==> src/rtl/fp_pkg.sv <==
// Shared single-precision FP definitions: constants, field extractors and the
// sequential multiplier state encoding.
package fp_pkg;

  localparam int unsigned EXP_BIAS = 127;
  localparam logic [7:0]  EXP_MAX  = 8'hFF;
  localparam logic [31:0] QNAN     = 32'h7FC00000;

  typedef enum logic [1:0] {IDLE, CALC, PACK, DONE} state_t;

  function automatic logic f_sign(input logic [31:0] x);
    return x[31];
  endfunction

  function automatic logic [7:0] f_exp(input logic [31:0] x);
    return x[30:23];
  endfunction

  function automatic logic [22:0] f_mant(input logic [31:0] x);
    return x[22:0];
  endfunction

endpackage

==> src/rtl/fp_classify.sv <==
// Combinational IEEE-754 single-precision operand classifier.
module fp_classify
  import fp_pkg::*;
(
  input  logic [31:0] i_op,
  output logic        o_is_zero,
  output logic        o_is_inf,
  output logic        o_is_nan,
  output logic        o_is_denorm
);

  logic [7:0]  w_exp;
  logic [22:0] w_mant;

  assign w_exp       = f_exp(i_op);
  assign w_mant      = f_mant(i_op);
  assign o_is_zero   = (w_exp == 8'h00) && (w_mant == '0);
  assign o_is_denorm = (w_exp == 8'h00) && (w_mant != '0);
  assign o_is_inf    = (w_exp == EXP_MAX) && (w_mant == '0);
  assign o_is_nan    = (w_exp == EXP_MAX) && (w_mant != '0);

endmodule

==> src/rtl/fp_mul_seq.sv <==
// Multi-cycle IEEE-754 single-precision multiplier, radix-2 shift-add datapath.
// Optional macro FP_MUL_SEQ_RNE_EN: round-to-nearest-even in PACK instead of
// truncation.
module fp_mul_seq
  import fp_pkg::*;
#(
  parameter int unsigned XLEN = 32
) (
  input  logic            clk,
  input  logic            rst,
  input  logic            in_valid,
  output logic            in_ready,
  input  logic [XLEN-1:0] A,
  input  logic [XLEN-1:0] B,
  output logic            out_valid,
  input  logic            out_ready,
  output logic [XLEN-1:0] result,
  output logic            overflow,
  output logic            underflow,
  output logic            exception
);

  if (XLEN != 32) begin : g_xlen_check
    $fatal(1, "fp_mul_seq: only XLEN=32 is supported");
  end

  state_t      r_state;
  logic        r_in_ready, r_out_valid, r_ovf, r_unf, r_exc;
  logic [31:0] r_result;
  logic        r_sign;
  logic [7:0]  r_exp_a, r_exp_b;
  logic [23:0] r_mcand, r_acc_hi, r_mplr;
  logic [4:0]  r_cnt;
  logic        r_spec, r_spec_exc;
  logic [31:0] r_spec_res;

  logic w_a_zero, w_a_inf, w_a_nan, w_a_den;
  logic w_b_zero, w_b_inf, w_b_nan, w_b_den;

  fp_classify u_cls_a (
    .i_op(A), .o_is_zero(w_a_zero), .o_is_inf(w_a_inf),
    .o_is_nan(w_a_nan), .o_is_denorm(w_a_den)
  );
  fp_classify u_cls_b (
    .i_op(B), .o_is_zero(w_b_zero), .o_is_inf(w_b_inf),
    .o_is_nan(w_b_nan), .o_is_denorm(w_b_den)
  );

  logic        w_sign_in, w_spec, w_spec_exc;
  logic [31:0] w_spec_res;

  // Special-operand decision made on the operands being accepted
  always_comb begin
    w_sign_in  = f_sign(A) ^ f_sign(B);
    w_spec     = w_a_nan | w_b_nan | w_a_inf | w_b_inf |
                 w_a_zero | w_a_den | w_b_zero | w_b_den;
    w_spec_exc = 1'b0;
    w_spec_res = {w_sign_in, 31'h0};
    if (w_a_nan || w_b_nan || (w_a_inf && (w_b_zero || w_b_den)) ||
        (w_b_inf && (w_a_zero || w_a_den))) begin
      w_spec_res = QNAN;
      w_spec_exc = 1'b1;
    end else if (w_a_inf || w_b_inf) begin
      w_spec_res = {w_sign_in, EXP_MAX, 23'h0};
      w_spec_exc = 1'b1;
    end
  end

  logic [24:0] w_sum;
  assign w_sum = {1'b0, r_acc_hi} + (r_mplr[0] ? {1'b0, r_mcand} : 25'd0);

  logic              w_norm;
  logic [22:0]       w_mant, w_mant_f;
  logic signed [9:0] w_exp, w_exp_f;
  logic              w_ovf, w_unf;

  // Product {r_acc_hi, r_mplr} normalisation, exponent and range check
  always_comb begin
    w_norm = r_acc_hi[23];
    w_mant = w_norm ? r_acc_hi[22:0] : {r_acc_hi[21:0], r_mplr[23]};
    w_exp  = 10'({2'b00, r_exp_a}) + 10'({2'b00, r_exp_b}) - 10'(EXP_BIAS)
             + 10'({9'd0, w_norm});
`ifdef FP_MUL_SEQ_RNE_EN
    begin
      logic        w_g, w_r, w_s, w_rup;
      logic [23:0] w_mant_r;
      w_g      = w_norm ? r_mplr[23] : r_mplr[22];
      w_r      = w_norm ? r_mplr[22] : r_mplr[21];
      w_s      = w_norm ? (|r_mplr[21:0]) : (|r_mplr[20:0]);
      w_rup    = w_g & (w_r | w_s | w_mant[0]);
      w_mant_r = {1'b0, w_mant} + {23'd0, w_rup};
      // carry out of the fraction means 1.11..1 rounded up to 2.0
      w_mant_f = w_mant_r[22:0];
      w_exp_f  = w_exp + 10'({9'd0, w_mant_r[23]});
    end
`else
    w_mant_f = w_mant;
    w_exp_f  = w_exp;
`endif
    w_ovf = (w_exp_f >= 10'sd255);
    w_unf = (w_exp_f <= 10'sd0);
  end

  // Control FSM, shift-add datapath and registered outputs
  always_ff @(posedge clk) begin
    if (rst) begin
      r_state     <= IDLE;
      r_in_ready  <= 1'b1;
      r_out_valid <= 1'b0;
      r_result    <= '0;
      r_ovf       <= 1'b0;
      r_unf       <= 1'b0;
      r_exc       <= 1'b0;
      r_sign      <= 1'b0;
      r_exp_a     <= '0;
      r_exp_b     <= '0;
      r_mcand     <= '0;
      r_acc_hi    <= '0;
      r_mplr      <= '0;
      r_cnt       <= '0;
      r_spec      <= 1'b0;
      r_spec_exc  <= 1'b0;
      r_spec_res  <= '0;
    end else begin
      case (r_state)
        IDLE: begin
          if (in_valid && r_in_ready) begin
            r_sign     <= w_sign_in;
            r_exp_a    <= f_exp(A);
            r_exp_b    <= f_exp(B);
            r_mcand    <= {1'b1, f_mant(A)};
            r_mplr     <= {1'b1, f_mant(B)};
            r_acc_hi   <= '0;
            r_cnt      <= '0;
            r_spec     <= w_spec;
            r_spec_res <= w_spec_res;
            r_spec_exc <= w_spec_exc;
            r_in_ready <= 1'b0;
            r_state    <= w_spec ? PACK : CALC;
          end
        end
        CALC: begin
          r_acc_hi <= w_sum[24:1];
          r_mplr   <= {w_sum[0], r_mplr[23:1]};
          r_cnt    <= r_cnt + 5'd1;
          if (r_cnt == 5'd23) r_state <= PACK;
        end
        PACK: begin
          r_ovf <= 1'b0;
          r_unf <= 1'b0;
          r_exc <= 1'b0;
          if (r_spec) begin
            r_result <= r_spec_res;
            r_exc    <= r_spec_exc;
          end else if (w_ovf) begin
            r_result <= {r_sign, EXP_MAX, 23'h0};
            r_ovf    <= 1'b1;
          end else if (w_unf) begin
            r_result <= {r_sign, 31'h0};
            r_unf    <= 1'b1;
          end else begin
            r_result <= {r_sign, w_exp_f[7:0], w_mant_f};
          end
          r_state <= DONE;
        end
        DONE: begin
          if (!r_out_valid) begin
            r_out_valid <= 1'b1;
          end else if (out_ready) begin
            r_out_valid <= 1'b0;
            r_ovf       <= 1'b0;
            r_unf       <= 1'b0;
            r_exc       <= 1'b0;
            r_in_ready  <= 1'b1;
            r_state     <= IDLE;
          end
        end
        default: r_state <= IDLE;
      endcase
    end
  end

  assign in_ready  = r_in_ready;
  assign out_valid = r_out_valid;
  assign result    = r_result;
  assign overflow  = r_ovf;
  assign underflow = r_unf;
  assign exception = r_exc;

endmodule
==> config.mk <==
export PLATFORM = sky130hd
export DESIGN_NAME = fp_mul_seq
export DESIGN_NICKNAME = d
export VERILOG_FILES = /design/src/rtl/fp_pkg.sv /design/src/rtl/fp_classify.sv /design/src/rtl/fp_mul_seq.sv
export SDC_FILE = /design/constraint.sdc
export NUM_CORES = 1
export LEC_CHECK = 0
export BUFFER_PORTS_ARGS = -buffer_cell sky130_fd_sc_hd__buf_2
export CAP_MARGIN = 20
export CORE_MARGIN = 4
export CORE_UTILIZATION = 58
export CTS_CLUSTER_DIAMETER = 40
export DETAILED_ROUTE_END_ITERATION = 8
export PLACE_DENSITY_LB_ADDON = 0.25
export REMOVE_ABC_BUFFERS = 1
export SYNTH_ARGS = -nofsm -noshare
export SYNTH_HDL_FRONTEND = slang
export SYNTH_SLANG_ARGS = --single-unit
==> constraint.sdc <==
create_clock -name clk -period 5.2 [get_ports clk]
set_clock_uncertainty 0.15 [all_clocks]
set_input_delay 0.26 -clock clk [delete_from_list [all_inputs] [get_ports clk]]
set_output_delay 0.26 -clock clk [all_outputs]
set_load 0.05 [all_outputs]
==> results of run 1 <==
[per-layer routing]
metal  part of all wire [%]  vias up  track usage, %  routed length (µm)
met5                      0        -               0                   0
met4                    1.4        0           8.263                 272
met3                    5.0       23           6.247                 962
met2                     50      185           46.15                9515
met1                     44     3262           31.79                8345
li1                       -     3435               -                   -
[timing repair]
action	CTS	global route
buffers inserted	0	0
hold buffers	39	0
endpoints found under the setup margin	0	0
endpoints found under the hold margin	39	0
[layout by cell type, fill, tap and decap left out, types with 17 or more instances in the layout]
cell type      instances
inv_1                 19
a211oi_1              32
nor2_1                71
dlygate4sd3_1         39
mux2i_1               50
buf_2                103
ha_1                  46
nand2_1              128
clkbuf_16             17
a22oi_1               17
a21oi_1               78
and2_1                28
o21ai_2               19
dfxtp_1              137
[cell type report]
type	count	area, µm²	share of cell area (%)
Multi-Input combinational cell	672	4468	48.73
Clock inverter	13	222.7	2.429
Inverter	20	75.07	0.8188
Clock buffer	19	452.9	4.940
Tap cell	172	215.2	2.347
Sequential cell	137	2743	29.91
Timing Repair Buffer	153	992.2	10.82
[logic make-up (layout without fill, tap and decap cells)]
group / Yosys count / count (layout) / synth area share [%]
simple gates: 307 / 307 / 19.15
compound gates: 242 / 242 / 22.61
flops: 137 / 137 / 36.72
buf+inv: 68 / 205 / 3.618
mux: 51 / 51 / 6.851
fa+ha+maj: 48 / 48 / 8.241
xor+xnor: 24 / 24 / 2.814
[registers in the layout (all words and copies together) (netlist names)]
register,cells
out_valid,1
r_mplr,24
r_spec_res,3
r_state,2
r_exp_b,8
in_ready,1
r_acc_hi,24
r_sign,1
r_cnt,5
exception,1
underflow,1
overflow,1
result,32
r_mcand,24
r_exp_a,8
r_spec,1
[power groups by stage]
stage / logic [mW] / clock network [mW] / registers [mW]
2_1_floorplan: 0.695 / 0 / 1.36
3_3_place_gp: 0.978 / 0 / 1.33
3_5_place_dp: 1.00 / 0 / 1.34
4_1_cts: 1.04 / 1.39 / 1.32
5_1_grt: 1.16 / 1.43 / 1.34
6_report: 1.04 / 1.38 / 1.32
[worst max path at each step]
stage | from | to | slack [ns] | depth (start not counted)
3_5_place_dp | r_exp_a[0] | result[18] | 1.28 | 12
6_report | r_exp_a[0] | result[18] | 1.21 | 12
5_1_grt | r_exp_a[0] | result[16] | 0.98 | 12
4_1_cts | r_exp_a[0] | result[18] | 1.19 | 12
2_1_floorplan | r_state[1] | r_acc_hi[21] | 0.55 | 7
3_3_place_gp | r_exp_a[0] | result[22] | 1.34 | 12
[through the flow]
| step | std cells | util [%] | instance area, µm² |
|---|---|---|---|
| global route | 1186 | 72.66 | 9169 |
| detailed placement | 1115 | 64.21 | 8103 |
| finish | 1186 | 72.66 | 9169 |
| floorplan | 829 | - | 7274 |
| CTS | 1186 | 72.66 | 9169 |
| global placement | 1114 | 64.12 | 8092 |
[worst max-delay path, delay by kind of cell (launching register included)]
kind	cells	cell delay [ns]
and+or+nand+nor	4	1.43
AOI/OAI and AO/OA	3	0.99
adders and majority gates	3	0.92
DFF	1	0.32
buffers and inverters	2	0.09
==> flow_summary.yaml, run 1 <==
clock_network:
  post_cts_resized: 0
  max-clock-path-buffers: 2
  cts.clk_slew.worst_paths_ns: 0.06
  cts_tree: "yes"
  root_buffer: "clkbuf_16"
  htreeDepth: 4
  cts_num_sinks: 137
  clock_latency_ns: 0.42
  numCtsBuffers: 17
sta:
  relSlewSlack_pct: 40.69
  rsz0062_at_grt: "no"
  setup_slack_ns: 1.209
  min_period_ns: 3.991
  period_share_pct: 76.75
  setup_tns_ns: 0
  worst_pin_slew_ns: 0.8896
  setup_violations: 0
  slew_violations: 0
  whs_ns: 0.01790
  max_freq_mhz: 250.6
  finalHoldViolCount: 0
synthesis:
  synth-edff-count: 0
  synth.top_cells.by_area: "dfxtp_1, ha_1, mux2i_1"
  synthDistinctLibCells: 70
  synth_top_cell_by_area: "dfxtp_1"
  synth_warnings: 0
  synth.most_common_cell: "dfxtp_1"
  synth.avg_cell_area_um2: 8.517
  synth_top_flop_cell: "dfxtp_1"
  yosysSeqAreaShare_pct: 36.72
  netlist_instances: 877
  syn_area_um2: 7470
  synth_seq_cells: 137
  synth_top_cells_by_count: "dfxtp_1, nand2_1, a21oi_1, nor2_1, mux2i_1"
  synthArstFlopShare_pct: 0
  yosysTopAreaCellShare_pct: 36.72
global_route:
  grt_pass1_wl_um: 31240
  antenna_found_initial: 0
  grt-ovfl-total: 0
  grt_pass1_vias: 6645
  grt_max_degree: 84
  grt.total_usage_pct: 26.32
worst_setup_path:
  r2r_slack_ns: 1.21
  worstReg2RegEnd: "result[18]"
  end_kind: "flip-flop"
  slowest_delay_ns: 0.67
  slowest_stage: "nand3_2"
  crit_chain: "inv_1 -> ha_1 -> inv_1 -> ha_1 -> fa_1 -> a211o_2 -> and4_1 -> or3_1 -> and4_1 -> a41oi_2 -> nand3_2 -> o21ai_0"
  ff2ff_path_depth: 12
  r2r_start: "r_exp_a[0]"
  cp_max_fo: 23
  cp.required_ns: 5.38
  worstSetupPathType: "flip-flop to flip-flop"
  crit_path_start_kind: "flip-flop"
  arrival_ns: 4.17
floorplanning:
  die_x_um: 121.5
  io_pins: 105
  coreArea_um2: 12620
  design.die.area_um2: 14760
  rows: 41
  die_h_um: 121.5
  initial_utilization_pct: 59.19
detailed_routing:
  first_pass_iters: 5
  via_per_inst: 5.822
  antenna_left: 0
  routed_wirelength_um: 19100
  wl_per_cell_um: 16.10
  drc: 0
  num_vias: 6905
  drt_iter0_markers: 421
power_and_ir_drop:
  switching_share_pct: 32.76
  clkPwrFrac_pct: 36.8
  seq_power_share_pct: 35.3
  power_mw: 3.739
  ir_worst_vdd_mv: 0.3660
  power_switching_mw: 1.225
  power.share.combinational_pct: 27.9
  p_leak_nw: 3.834
  p_int_mw: 2.514
  power_density_nw_per_um2: 407.8
place:
  io_buffers: 104
  globalplace.congestion: 0.8999
  pre_cts_ws_ns: 1.279
  dp_hpwl_um: 12330
cells_and_area:
  drive_above_1_share_pct: 17.46
  synthToLayoutAreaGrowth_pct: 22.75
  fill_cells: 999
  antenna_cells: 0
  fin_nets: 1117
worst_hold_path:
  holdPathEnd: "out_valid"
  hold_class: "input pin to flip-flop"
  worstHoldStart: "out_ready"
  min_path_cells: 4
status:
  status: "finished clean"
job:
  cap_viol_max_count: 0
Note: power is estimated with default switching activity, not from simulation.
==> run 2: changes to the inputs <==
- CORE_UTILIZATION: 58 -> 52
- clock period: 5.2 -> 3.55 ns (I/O delays scaled with it)
==> run 2 against run 1 <==
Combinational power increased by 51%. Hold slack improved by 0.0050 ns. Final cell count increased by 3.3%. Clock power increased by 41%. Largest cell class unchanged. Die area increased by 11%. Power increased by 46%. Flip-flop and latch count unchanged. Critical endpoint is now result[0]. Sequential share of layout area decreased by 0.96 points. First-iteration DRC count decreased by 14%. Sequential power increased by 45%. Wire length decreased by 0.37%. Largest power group unchanged.
==> flow_summary.yaml, run 2 (synthesis gave the netlist of run 1 again) <==
status:
  status: "finished clean"
sta:
  period_share_pct: 95.49
  min_period_ns: 3.390
  slew_violations: 0
  setup_slack_ns: 0.1601
  setup_violations: 0
  relSlewSlack_pct: 57.96
  setup_tns_ns: 0
  max_freq_mhz: 295.0
  rsz0062_at_grt: "no"
  finalHoldViolCount: 0
  worst_pin_slew_ns: 0.6306
floorplanning:
  die_h_um: 127.9
  die_x_um: 127.9
  io_pins: 105
  initial_utilization_pct: 53.40
  rows: 43
  coreArea_um2: 13990
  design.die.area_um2: 16350
place:
  placed_cell_area_um2: 8159
  dp_hpwl_um: 12720
  io_buffers: 104
  globalplace.congestion: 0.8793
  pre_cts_ws_ns: 0.1102
worst_setup_path:
  cp.required_ns: 3.76
  worstReg2RegEnd: "result[0]"
  r2r_slack_ns: 0.16
  slowest_stage: "or3_1"
  worstSetupPathType: "flip-flop to flip-flop"
  r2r_start: "r_acc_hi[23]"
  cp_max_fo: 11
  crit_chain: "inv_1 -> ha_1 -> inv_1 -> ha_1 -> fa_2 -> a211o_2 -> and4_1 -> or3_1 -> and4_1 -> a41oi_2 -> nand3_4 -> clkbuf_16 -> o21ai_2"
  crit_path_start_kind: "flip-flop"
  crit_buf_inv: 3
  critPathTopFamily: "simple AND/OR/NAND/NOR gates"
  slowest_delay_ns: 0.39
  ff2ff_path_depth: 13
  arrival_ns: 3.60
  end_kind: "flip-flop"
global_route:
  grt_max_degree: 58
  grt_pass1_wl_um: 31230
  grt.total_usage_pct: 23.39
  grt-ovfl-total: 0
  antenna_found_initial: 0
  grt_pass1_vias: 6558
cells_and_area:
  drive_above_1_share_pct: 17.24
  final_common_cell: "dfxtp_1"
  largest_register_ff_count: 32
  fin_nets: 1147
  synthToLayoutAreaGrowth_pct: 26.83
  layout_common_cells: "dfxtp_1, nand2_1, buf_2"
  final_util_pct: 67.73
  fin_area_um2: 9474
clock_network:
  numCtsBuffers: 17
  max-clock-path-buffers: 2
  post_cts_buffers: 0
  cts_num_sinks: 137
  clock_latency_ns: 0.42
  htreeDepth: 4
  cts_tree: "yes"
  root_buffer: "clkbuf_16"
  cts.clk_slew.worst_paths_ns: 0.06
detailed_routing:
  routed_wirelength_um: 19030
  via_per_inst: 5.624
  num_vias: 6889
  antenna_left: 0
  wl_per_cell_um: 15.53
  first_pass_iters: 5
  drt_iter0_markers: 362
  drc: 0
power_and_ir_drop:
  power_density_nw_per_um2: 574.6
  ir_worst_vdd_mv: 0.3765
  p_leak_nw: 3.971
  power_mw: 5.444
worst_hold_path:
  holdPathEnd: "r_mplr[0]"
  worstHoldStart: "B[0]"
  hold_class: "input pin to flip-flop"
  min_path_cells: 3
job:
  cap_viol_max_count: 0
-- run 2: cell count changes in the layout (fill, tap and decap cells not counted), moves of 3 or more --
cell,change
clkbuf_1,+4
buf_4,+5
dlygate4sd3_1,+24
clkinvlp_4,-3
-- run 2: what timing repair did --
action / 4_1_cts / 5_1_grt
hold buffers: 63 / 0
hold endpoints to repair: 63 / 0
resized for setup: 0 / 2
endpoints found under the setup margin: 0 / 19
-- run 2: worst min-delay path: stages --
cell	delay [ns]
buf_2	0.11
mux2i_1	0.16
a211oi_1	0.09
-- run 2: worst max-delay path by stage --
stage	start	end	slack, ns	cells after the start
after floorplan	r_state[1]	r_acc_hi[21]	-1.10	7
after global placement	r_acc_hi[23]	result[16]	0.18	13
after detailed placement	r_acc_hi[23]	result[16]	0.11	13
after CTS	r_acc_hi[23]	result[16]	0.1	13
after global routing	r_acc_hi[23]	result[1]	0.02	13
final	r_acc_hi[23]	result[0]	0.16	13
-- run 2: layout make-up --
cell class	instances	area [µm²]
well taps	180	225.2
inverters	20	75.07
clock inverters	8	165.2
repair buffers	183	1304
fillers	1175	4514
flip-flops and latches	137	2743
multi-input cells	672	4478
clock buffers	24	481.7
diodes	1	2.502
-- run 2: layer usage --
metal | global-route usage [%] | part of all wire, % | up-vias
met2 | 38.97 | 48 | 189
met5 | 0 | 0 | -
met1 | 29.84 | 45 | 3179
met3 | 5.083 | 5.4 | 24
met4 | 8.489 | 1.6 | 0
li1 | - | - | 3497
-- run 2: per-stage QoR --
step	instances	hold WS, ns
after CTS	1223	0.01824
after global placement	1128	0.2807
after detailed placement	1128	0.2863
after floorplan	829	0.09657
after global routing	1224	0.04943
final	1225	0.02290
-- run 2: report_power, final --
group	switching [mW]	internal, mW	total, mW
logic	0.974	0.595	1.57
clock network	0.653	1.30	1.95
registers	0.151	1.77	1.92
total	1.78	3.67	5.44
==> run 3: changes to the inputs <==
- ABC_CLOCK_PERIOD_IN_PS: not set -> 3550
- CORE_ASPECT_RATIO: not set -> 0.75
==> run 3 against run 2 <==
Die area increased by 0.13%. Cell area decreased by 0.58%. Sequential power about the same. Largest power group is now sequential cells. Non-clock buffer count decreased by 2. Global-route usage increased by 0.50 points. Sequential share of layout area increased by 0.17 points. First-iteration DRC count increased by 54%.
==> flow_summary.yaml, run 3 (synthesis gave the netlist of run 1 again) <==
detailed_routing:
  antenna_left: 0
  drc: 0
  wl_per_cell_um: 16.25
  drt_iter0_markers: 558
  routed_wirelength_um: 19780
  first_pass_iters: 5
  via_per_inst: 5.717
  num_vias: 6958
cells_and_area:
  final_common_cell: "dfxtp_1"
  drive_above_1_share_pct: 17.37
  largest_register_ff_count: 32
  antenna_cells: 0
  layout_common_cells: "dfxtp_1, nand2_1, buf_2"
  fin_nets: 1145
  fill_cells: 1124
  final_util_pct: 67.82
  synthToLayoutAreaGrowth_pct: 26.10
power_and_ir_drop:
  switching_share_pct: 34.23
  p_int_mw: 3.520
  clkPwrFrac_pct: 34.0
  seq_power_share_pct: 36.1
  power.share.combinational_pct: 30.0
  power_density_nw_per_um2: 568.2
  p_leak_nw: 3.936
  power_switching_mw: 1.832
  ir_worst_vdd_mv: 0.3589
worst_setup_path:
  cp_max_fo: 12
  arrival_ns: 3.59
  r2r_slack_ns: 0.14
  r2r_start: "r_exp_a[0]"
  cp.required_ns: 3.73
  worstSetupPathType: "flip-flop to flip-flop"
  worstReg2RegEnd: "result[22]"
  crit_path_start_kind: "flip-flop"
  ff2ff_path_depth: 13
  end_kind: "flip-flop"
  crit_start: "r_exp_a[0]"
clock_network:
  post_cts_buffers: 0
  cts_tree: "yes"
  clock_latency_ns: 0.42
  max-clock-path-buffers: 2
  htreeDepth: 4
  cts.clk_slew.worst_paths_ns: 0.06
  cts_num_sinks: 137
  numCtsBuffers: 17
  root_buffer: "clkbuf_16"
global_route:
  grtUsageMet2_pct: 38.22
  grt-ovfl-total: 0
  grt.total_usage_pct: 23.90
  antenna_found_initial: 0
  grt_pass1_vias: 6798
  busiest_layer: "met2"
  grt_max_degree: 59
  grtUsageMet3_pct: 5.533
  grt_pass1_wl_um: 32620
  grtUsageMet1_pct: 32.08
sta:
  finalHoldViolCount: 0
  max_freq_mhz: 293.3
  relSlewSlack_pct: 57.18
  period_share_pct: 96.03
  slew_violations: 0
  rsz0062_at_grt: "no"
  worst_pin_slew_ns: 0.6424
  min_period_ns: 3.409
  setup_violations: 0
  setup_tns_ns: 0
place:
  globalplace.congestion: 0.9096
  io_buffers: 104
  dp_hpwl_um: 12600
floorplanning:
  initial_utilization_pct: 53.78
  rows: 37
  die_x_um: 146.4
  die_h_um: 111.8
  design.die.area_um2: 16370
  io_pins: 105
  coreArea_um2: 13890
worst_hold_path:
  holdPathEnd: "in_ready"
  min_path_cells: 4
  hold_class: "input pin to flip-flop"
  worstHoldStart: "in_valid"
status:
  status: "finished clean"
job:
  cap_viol_max_count: 0
run 3: worst max-delay path: stages (launching register included):
cell	delay [ns]
dfxtp_1	0.33
inv_1	0.05
ha_1	0.26
inv_1	0.04
ha_1	0.23
fa_2	0.38
a211o_2	0.35
and4_1	0.18
or3_1	0.38
and4_1	0.18
a41oi_2	0.27
nand3_4	0.16
buf_12	0.19
o22ai_4	0.17
run 3: routing by layer:
metal,wire [µm],vias to the layer above
li1,-,3488
met1,9333,3207
met2,8773,220
met3,1198,43
met4,469,0
met5,0,-
run 3: timing repair:
action	4_1_cts	5_1_grt
hold buffers	62	0
endpoints found under the setup margin	0	13
gates resized for setup	0	2
hold endpoints to repair	62	0
run 3: layout make-up:
| type | count | area [µm²] | area share [%] |
|---|---|---|---|
| sequential | 137 | 2743 | 29.12 |
| tap | 175 | 219.0 | 2.325 |
| inverter | 20 | 75.07 | 0.7970 |
| timing repair buffer | 181 | 1299 | 13.79 |
| clock inverter | 11 | 145.1 | 1.541 |
| clock buffer | 21 | 460.4 | 4.888 |
| multi-input combinational | 672 | 4478 | 47.54 |
run 3: worst max path at each step:
stage	endpoint	slack [ns]	depth (start not counted)
global route	result[22]	0.02	13
global placement	result[22]	0.18	13
finish	result[22]	0.14	13
detailed placement	result[16]	0.11	13
CTS	result[16]	0.12	13
floorplan	r_acc_hi[21]	-1.10	7
run 3: through the flow:
stage	hold WS [ns]	power, mW	std cells	cell area, µm²	worst slack (ns)
floorplan	0.09657	3.006	829	7274	-1.096
global placement	0.2809	3.419	1121	8138	0.1787
detailed placement	0.2858	3.445	1121	8138	0.1132
CTS	0.01620	5.318	1215	9364	0.1225
global route	0.04665	5.651	1217	9419	0.02089
finish	0.01909	5.352	1217	9419	0.1408
run 3: power by group through the flow:
stage	clock, mW	sequential [mW]	combinational [mW]
2_1_floorplan	0	1.99	1.02
4_1_cts	1.83	1.92	1.56
5_1_grt	1.91	1.96	1.78
3_3_place_gp	0	1.95	1.47
3_5_place_dp	0	1.95	1.49
6_report	1.82	1.93	1.60
